===== src/rtl/req_encoder_8to3.sv =====
// Sequential N:log2(N) request encoder: sticky pending bits served one at a time
// through round-robin arbitration and a valid/ready handshake.
module req_encoder_8to3 #(
  parameter int N     = 8,
  parameter int IDX_W = $clog2(N)
) (
  input  logic             clk,
  input  logic             reset_n,
  input  logic             enable,
  input  logic [N-1:0]     req,
  input  logic             out_ready,
  output logic             out_valid,
  output logic [IDX_W-1:0] out_idx,
  output logic [N-1:0]     pending,
  output logic             coalesced
);

  typedef enum logic {
    IDLE  = 1'b0,
    OFFER = 1'b1
  } state_t;

  state_t           state_reg;
  logic [N-1:0]     pending_reg;
  logic [N-1:0]     pending_next;
  logic [N-1:0]     clr;
  logic [N-1:0]     req_in;
  logic [IDX_W-1:0] ptr_reg;
  logic [IDX_W-1:0] out_idx_reg;
  logic [IDX_W-1:0] offset;
  logic [IDX_W-1:0] winner;
  logic             out_valid_reg;
  logic             coalesced_reg;
  logic             coalesced_next;
  logic             hs;
  logic [2*N-1:0]   doubled;
  logic [N-1:0]     rotated;

  assign hs = out_valid_reg & out_ready;

  generate
    for (genvar gi = 0; gi < N; gi++) begin : g_clr
      assign clr[gi] = hs && (out_idx_reg == IDX_W'(gi));
    end
  endgenerate

  // Set is OR-ed in after the clear, so a same-cycle re-request survives the handshake.
  assign req_in         = enable ? req : '0;
  assign pending_next   = (pending_reg & ~clr) | req_in;
  assign coalesced_next = |(req_in & pending_reg & ~clr);

  // Rotate pending so bit 0 is the pointer position, then take the lowest set bit.
  assign doubled = {pending_reg, pending_reg};
  assign rotated = doubled[ptr_reg +: N];

  always_comb begin
    offset = '0;
    for (int k = N - 1; k >= 0; k--) begin
      if (rotated[k]) offset = IDX_W'(k);
    end
  end

  // N is a power of two, so the IDX_W-bit sum wraps modulo N for free.
  assign winner = ptr_reg + offset;

  always_ff @(posedge clk or negedge reset_n) begin
    if (!reset_n) begin
      state_reg     <= IDLE;
      pending_reg   <= '0;
      ptr_reg       <= '0;
      out_idx_reg   <= '0;
      out_valid_reg <= 1'b0;
      coalesced_reg <= 1'b0;
    end else begin
      pending_reg   <= pending_next;
      coalesced_reg <= coalesced_next;
      case (state_reg)
        IDLE: begin
          if (|pending_reg) begin
            out_idx_reg   <= winner;
            out_valid_reg <= 1'b1;
            state_reg     <= OFFER;
          end
        end
        OFFER: begin
          if (hs) begin
            ptr_reg       <= out_idx_reg + 1'b1;
            out_valid_reg <= 1'b0;
            state_reg     <= IDLE;
          end
        end
        default: begin
          out_valid_reg <= 1'b0;
          state_reg     <= IDLE;
        end
      endcase
    end
  end

  assign out_valid = out_valid_reg;
  assign out_idx   = out_idx_reg;
  assign pending   = pending_reg;
  assign coalesced = coalesced_reg;

endmodule

===== config.mk =====
export PLATFORM = sky130hd
export DESIGN_NAME = req_encoder_8to3
export DESIGN_NICKNAME = d
export VERILOG_FILES = /design/src/rtl/req_encoder_8to3.sv
export SDC_FILE = /design/constraint.sdc
export NUM_CORES = 1
export LEC_CHECK = 0
export BUFFER_PORTS_ARGS = -buffer_cell sky130_fd_sc_hd__clkbuf_2
export CAP_MARGIN = 20
export CORE_AREA = 2 2 50 57
export DETAILED_ROUTE_END_ITERATION = 6
export DIE_AREA = 0 0 52 59
export PLACE_DENSITY = 0.86
export SYNTH_ARGS = -nofsm -noshare
export SYNTH_HDL_FRONTEND = slang
export SYNTH_SLANG_ARGS = --single-unit

===== constraint.sdc =====
create_clock -name clk -period 5.2 [get_ports clk]
set_clock_uncertainty 0.1 [all_clocks]
set_input_delay 1.04 -clock clk [delete_from_list [all_inputs] [get_ports clk]]
set_output_delay 1.04 -clock clk [all_outputs]
set_load 0.005 [all_outputs]

==> metrics.txt, run 1 <==
final hold viol count=0; die width=52 µm; Avg Inst Size Synth=9.06 µm²; htree depth=1; layout cells sized above 1=21.3%; Leak=0.645 nW; Final Cycle Share=56.3%; Crit-path slowest cell=dfrtp_1; CTS Sinks=17; Ant. Diodes=0; synth unique cells=45; hold wc startpoint=out_valid; most used cell, CP=xnor2_1; Synthesized Nets=167; postcts setup bufs=0; most frequent cell after synthesis=nand2_1; # IOs=25; R2R setup slack=2.27 ns; CTS Buf Count=3; Die Y=59 µm; hold crit path type=flip-flop to flip-flop; worst-path fanout max=22; CP cell instances=nor2b_1 -> a211oi_1 -> nand3_1 -> o311ai_0 -> a21oi_1 -> fa_1 -> xnor2_1 -> xnor2_1 -> o21ai_1; Die ar.=0.00307 mm²; CP arrival=2.99 ns; Seq cells post-synth=17; register area=425 µm²; post-synth top area cell=dfrtp_1; fmax=0.342 GHz; Final Setup Violations=0; R2R depth=9; post-cts repair resize count=0; DRT Pass-1 Iters=5; share of the synthesized area in the top cell type=32.0%; Pwr Density=501 mW/mm²; Initial Util=54.4%; Core Region=0.00245 mm²; first-pass GRT wire length=5.43 mm; CTS max path bufs=2; Vias=1238; initial antenna violation count=0; CP Class=flip-flop to flip-flop; Max-Cap Viols=0; most instantiated cells after synthesis=18 x nand2_1, 17 x dfrtp_1, 14 x nand3_1; Slew @ Worst Pin=0.717 ns; final WL=3.27 mm; vias in the first global route=1194; Layout Nets=185; largest net degree at the start of global routing=23; final worst slack=2.27 ns; Clk pin slew, worst setup/hold paths=0.09 ns; max reg flops=8; Final Max Tran Viols=0; Wirelength per Cell=16.8 µm; RSZ-0062 raised after global routing=false; Fill cells=222; sequential area share after synthesis=32.0%; worst slack at placement=2.32 ns; Post-synth EDFFs=0; final worst path period need=2.93 ns; Multi-input gate area=801 µm²; Synth Flop Type=dfrtp_1; worst r2r src=ptr_reg[0]; run status=complete, no violations; Crit path largest cell delay=0.82 ns; Syn. warnings=0; Worst Hold End=out_valid; top post-synthesis cells by area=dfrtp_1 32%, ha_1 6.6%, nand3_1 5.3%, nand2_1 5.1%, mux4_2 5.1%; Worst Hold Path Cells=2; GRT Overall Usage=23.8%; worst-skew pair later-pin latency=0.29 ns; Post-Syn Area=0.00133 mm²; ys async rst share=100%; WP buf/inv=0; hold-fix buffers at CTS=0; Gate Count Post-Synth=147; final setup TNS=0 ns; DRT antenna net count=0; CTS tree=built; Via density=6.35; num rows=19; Worst Setup Start Kind=flip-flop; Residual DRC=0; r2r endpoint=out_idx[2]; Root Driver=clkbuf_4; Crit path required time=5.27 ns; Final HPWL DP=2.40 mm; CP top delay family=compound AO/OA/AOI/OAI gates; Max-slew headroom=52.2%; port bufs=24; CP Capture Type=flip-flop; IR Drop Worst-Case VDD=348 µV; Initial DRC Count=50; area grow syn2layout=9.40%; Final GP Congestion=0.898; total congestion overflow=0
==> report_power, final <==
part	leakage (nW)	internal, mW	switching [mW]
Sequential	0.182	0.179	0.133
Clock	0.0150	0.0298	0.0396
Combinational	0.447	0.172	0.176
Total	0.645	0.381	0.349
==> routing by layer <==
metal / vias up / global-route usage (%) / wire (µm)
met3: 4 / 2.53 / 251
met2: 74 / 39.1 / 1680
li1: 579 / - / -
met5: - / 0 / 0
met4: 0 / 10.2 / 17
met1: 581 / 31.8 / 1320
==> layout by cell type, fill, tap and decap left out, types with 3 or more instances in the layout <==
cell type and n:
a211o_1 3, a21oi_1 7, a22o_1 7, and2_1 3, clkbuf_2 24, clkbuf_4 3, dfrtp_1 17, ha_1 7
inv_1 12, mux4_2 3, nand2_1 18, nand3_1 14, o21ai_0 6
==> cell families (layout without fill, tap and decap cells) <==
group	after synthesis	in the layout	share of synthesized area, %
adders and majority gates	8	8	8.08
xor gates and xnor gates	2	2	1.32
DFF	17	17	32.0
and+or+nand+nor	47	47	17.6
muxes	5	5	6.77
buffers and inverters	23	40	7.89
AOI/OAI and AO/OA	45	45	26.4
==> worst min-delay path, delay by kind of cell (launching register included) <==
kind	cells	cell delay (ns)
and+or+nand+nor	2	0.13
DFF	1	0.38
==> stage by stage <==
stage | cells | cell area, µm² | utilization, % | hold WS [ns] | power (mW)
2_1_floorplan | 147 | 1330 | - | 0.385 | 0.548
3_3_place_gp | 191 | 1430 | 58.4 | 0.379 | 0.631
3_5_place_dp | 191 | 1430 | 58.4 | 0.410 | 0.655
4_1_cts | 195 | 1460 | 59.5 | 0.437 | 0.727
5_1_grt | 195 | 1460 | 59.5 | 0.464 | 0.793
6_report | 195 | 1460 | 59.5 | 0.436 | 0.730
==> layout make-up <==
class	count	area share [%]
Clock buffer	4	1.80
Sequential cell	17	29.2
Inverter	12	3.09
Multi-Input combinational cell	107	55.0
Timing Repair Buffer	24	8.25
Tap cell	31	2.66
==> worst max path at each step <==
stage / cells after the start / end / slack, ns / start
floorplan: 13 / out_idx[2] / 2.72 / ptr_reg[0]
global placement: 10 / out_idx[2] / 2.45 / ptr_reg[0]
detailed placement: 9 / out_idx[2] / 2.32 / ptr_reg[0]
CTS: 9 / out_idx[2] / 2.32 / ptr_reg[0]
global route: 9 / out_idx[2] / 2.01 / ptr_reg[0]
finish: 9 / out_idx[2] / 2.27 / ptr_reg[0]
(Power assumes the default switching activity.)
==> inputs of run 2 (changes only) <==
- CORE_AREA: 2 2 50 57 -> 2 2 53 60
- DIE_AREA: 0 0 52 59 -> 0 0 55 62
- PLACE_DENSITY: 0.86 -> 0.82
- clock period: 5.2 -> 2.39 ns (I/O delays scaled with it)
==> metrics.txt, run 2 (synthesis gave the netlist of run 1 again) <==
run status=complete, but fails checks; failing checks=setup timing; Final Max Tran Viols=0; num rows=21; Initial Util=46.1%; worst-path fanout max=7; final WL=4.01 mm; Root Driver=clkbuf_4; hold crit path type=primary input to async pin; R2R setup slack=-0.09 ns; Via density=6.03; R2R depth=11; CP Class=flip-flop to flip-flop; CTS tree=built; htree depth=1; Layout Nets=219; Die ar.=0.00341 mm²; Leak=0.816 nW; post-layout util=61.7%; Ant. Diodes=0; die width=55 µm; RSZ-0062 raised after global routing=true; layout cells sized above 1=43.4%; Max-slew headroom=70.5%; Core Region=0.00289 mm²; first-pass GRT wire length=6.42 mm; Wirelength per Cell=17.3 µm; CP Capture Type=flip-flop; Clk pin slew, worst setup/hold paths=0.10 ns; final hold viol count=0; Layout Cells excl Fill=232; GRT Overall Usage=26.4%; hold-fix buffers at CTS=0; Final Cycle Share=104%; Initial DRC Count=34; # IOs=25; r2r endpoint=out_idx[2]; DRT antenna net count=0; vias in the first global route=1448; largest net degree at the start of global routing=18; Max-Cap Viols=0; most frequent cells in the layout=30 x buf_4, 24 x clkbuf_2, 18 x nand2_1; fmax=0.403 GHz; worst-skew pair later-pin latency=0.29 ns; port bufs=24; initial antenna violation count=0; CTS Buf Count=3; CTS Sinks=17; Worst Setup Start Kind=flip-flop; Final Setup Violations=2; final worst slack=-0.0888 ns; Vias=1399; DRT Pass-1 Iters=4; Die Y=62 µm; Hold Slack=0.00633 ns; final worst path period need=2.48 ns; CP arrival=2.56 ns; worst r2r src=ptr_reg[0]; max reg flops=8; Pwr Density=1160 mW/mm²; Final GP Congestion=0.888; Design Power=2.08 mW; Final HPWL DP=2.92 mm; Crit path required time=2.47 ns; leading cell type in the layout, fill and taps excluded=buf_4; CTS max path bufs=2; dpl cells=218; IR Drop Worst-Case VDD=743 µV; area grow syn2layout=33.9%; final setup TNS=-0.168 ns; Residual DRC=0; total congestion overflow=0; Slew @ Worst Pin=0.442 ns
==> run 2: repair_timing <==
item                       4_1_cts  5_1_grt
setup buffers                   10        0
setup endpoints to repair        2        2
gates resized for setup         22        1
pin swaps                        6        3
==> run 2: report_power, final <==
group	total, mW	switching, mW	leakage (nW)	internal, mW
combinational	1.36	0.657	0.621	0.704
clock	0.155	0.0897	0.0150	0.0648
sequential	0.561	0.163	0.180	0.398
total	2.08	0.910	0.816	1.17
==> run 2: through the flow <==
stage	setup slack (ns)	cell area [µm²]
CTS	-0.0446	1780
global placement	-0.113	1630
floorplan	-0.00648	1350
detailed placement	-0.257	1630
finish	-0.0888	1780
global route	-0.184	1780
==> run 2: worst max-delay path by stage <==
stage	from	to	slack, ns	depth (start not counted)
2_1_floorplan	ptr_reg[0]	out_idx[2]	-0.006	12
3_3_place_gp	ptr_reg[0]	out_idx[2]	-0.11	10
3_5_place_dp	ptr_reg[0]	out_idx[2]	-0.26	10
4_1_cts	ptr_reg[0]	out_idx[2]	-0.04	11
5_1_grt	ptr_reg[0]	out_idx[2]	-0.18	11
6_report	ptr_reg[0]	out_idx[2]	-0.09	11
==> run 2: routing by layer <==
layer | vias up | GRT usage [%] | share of wire (%)
li1 | 642 | - | -
met5 | - | 0 | 0
met3 | 14 | 5.26 | 4.2
met1 | 690 | 28.3 | 38
met2 | 53 | 49.0 | 54
met4 | 0 | 12.2 | 3.4
==> run 2: area by class of cell <==
type / instances / area [µm²]
Fill cell: 244 / 1110
Multi-Input combinational cell: 107 / 848
Sequential cell: 17 / 430
Timing Repair Buffer: 58 / 390
Inverter: 12 / 45.0
Tap cell: 34 / 42.5
Clock buffer: 4 / 26.3
==> run 2: critical path: stages (launching register included) <==
cell	delay [ns]
dfrtp_2	0.48
a211o_1	0.30
and3_1	0.17
a31oi_2	0.18
o221ai_1	0.14
nand2_1	0.09
ha_2	0.17
inv_2	0.04
fa_2	0.34
xnor2_2	0.14
xnor2_1	0.15
o21ai_1	0.07
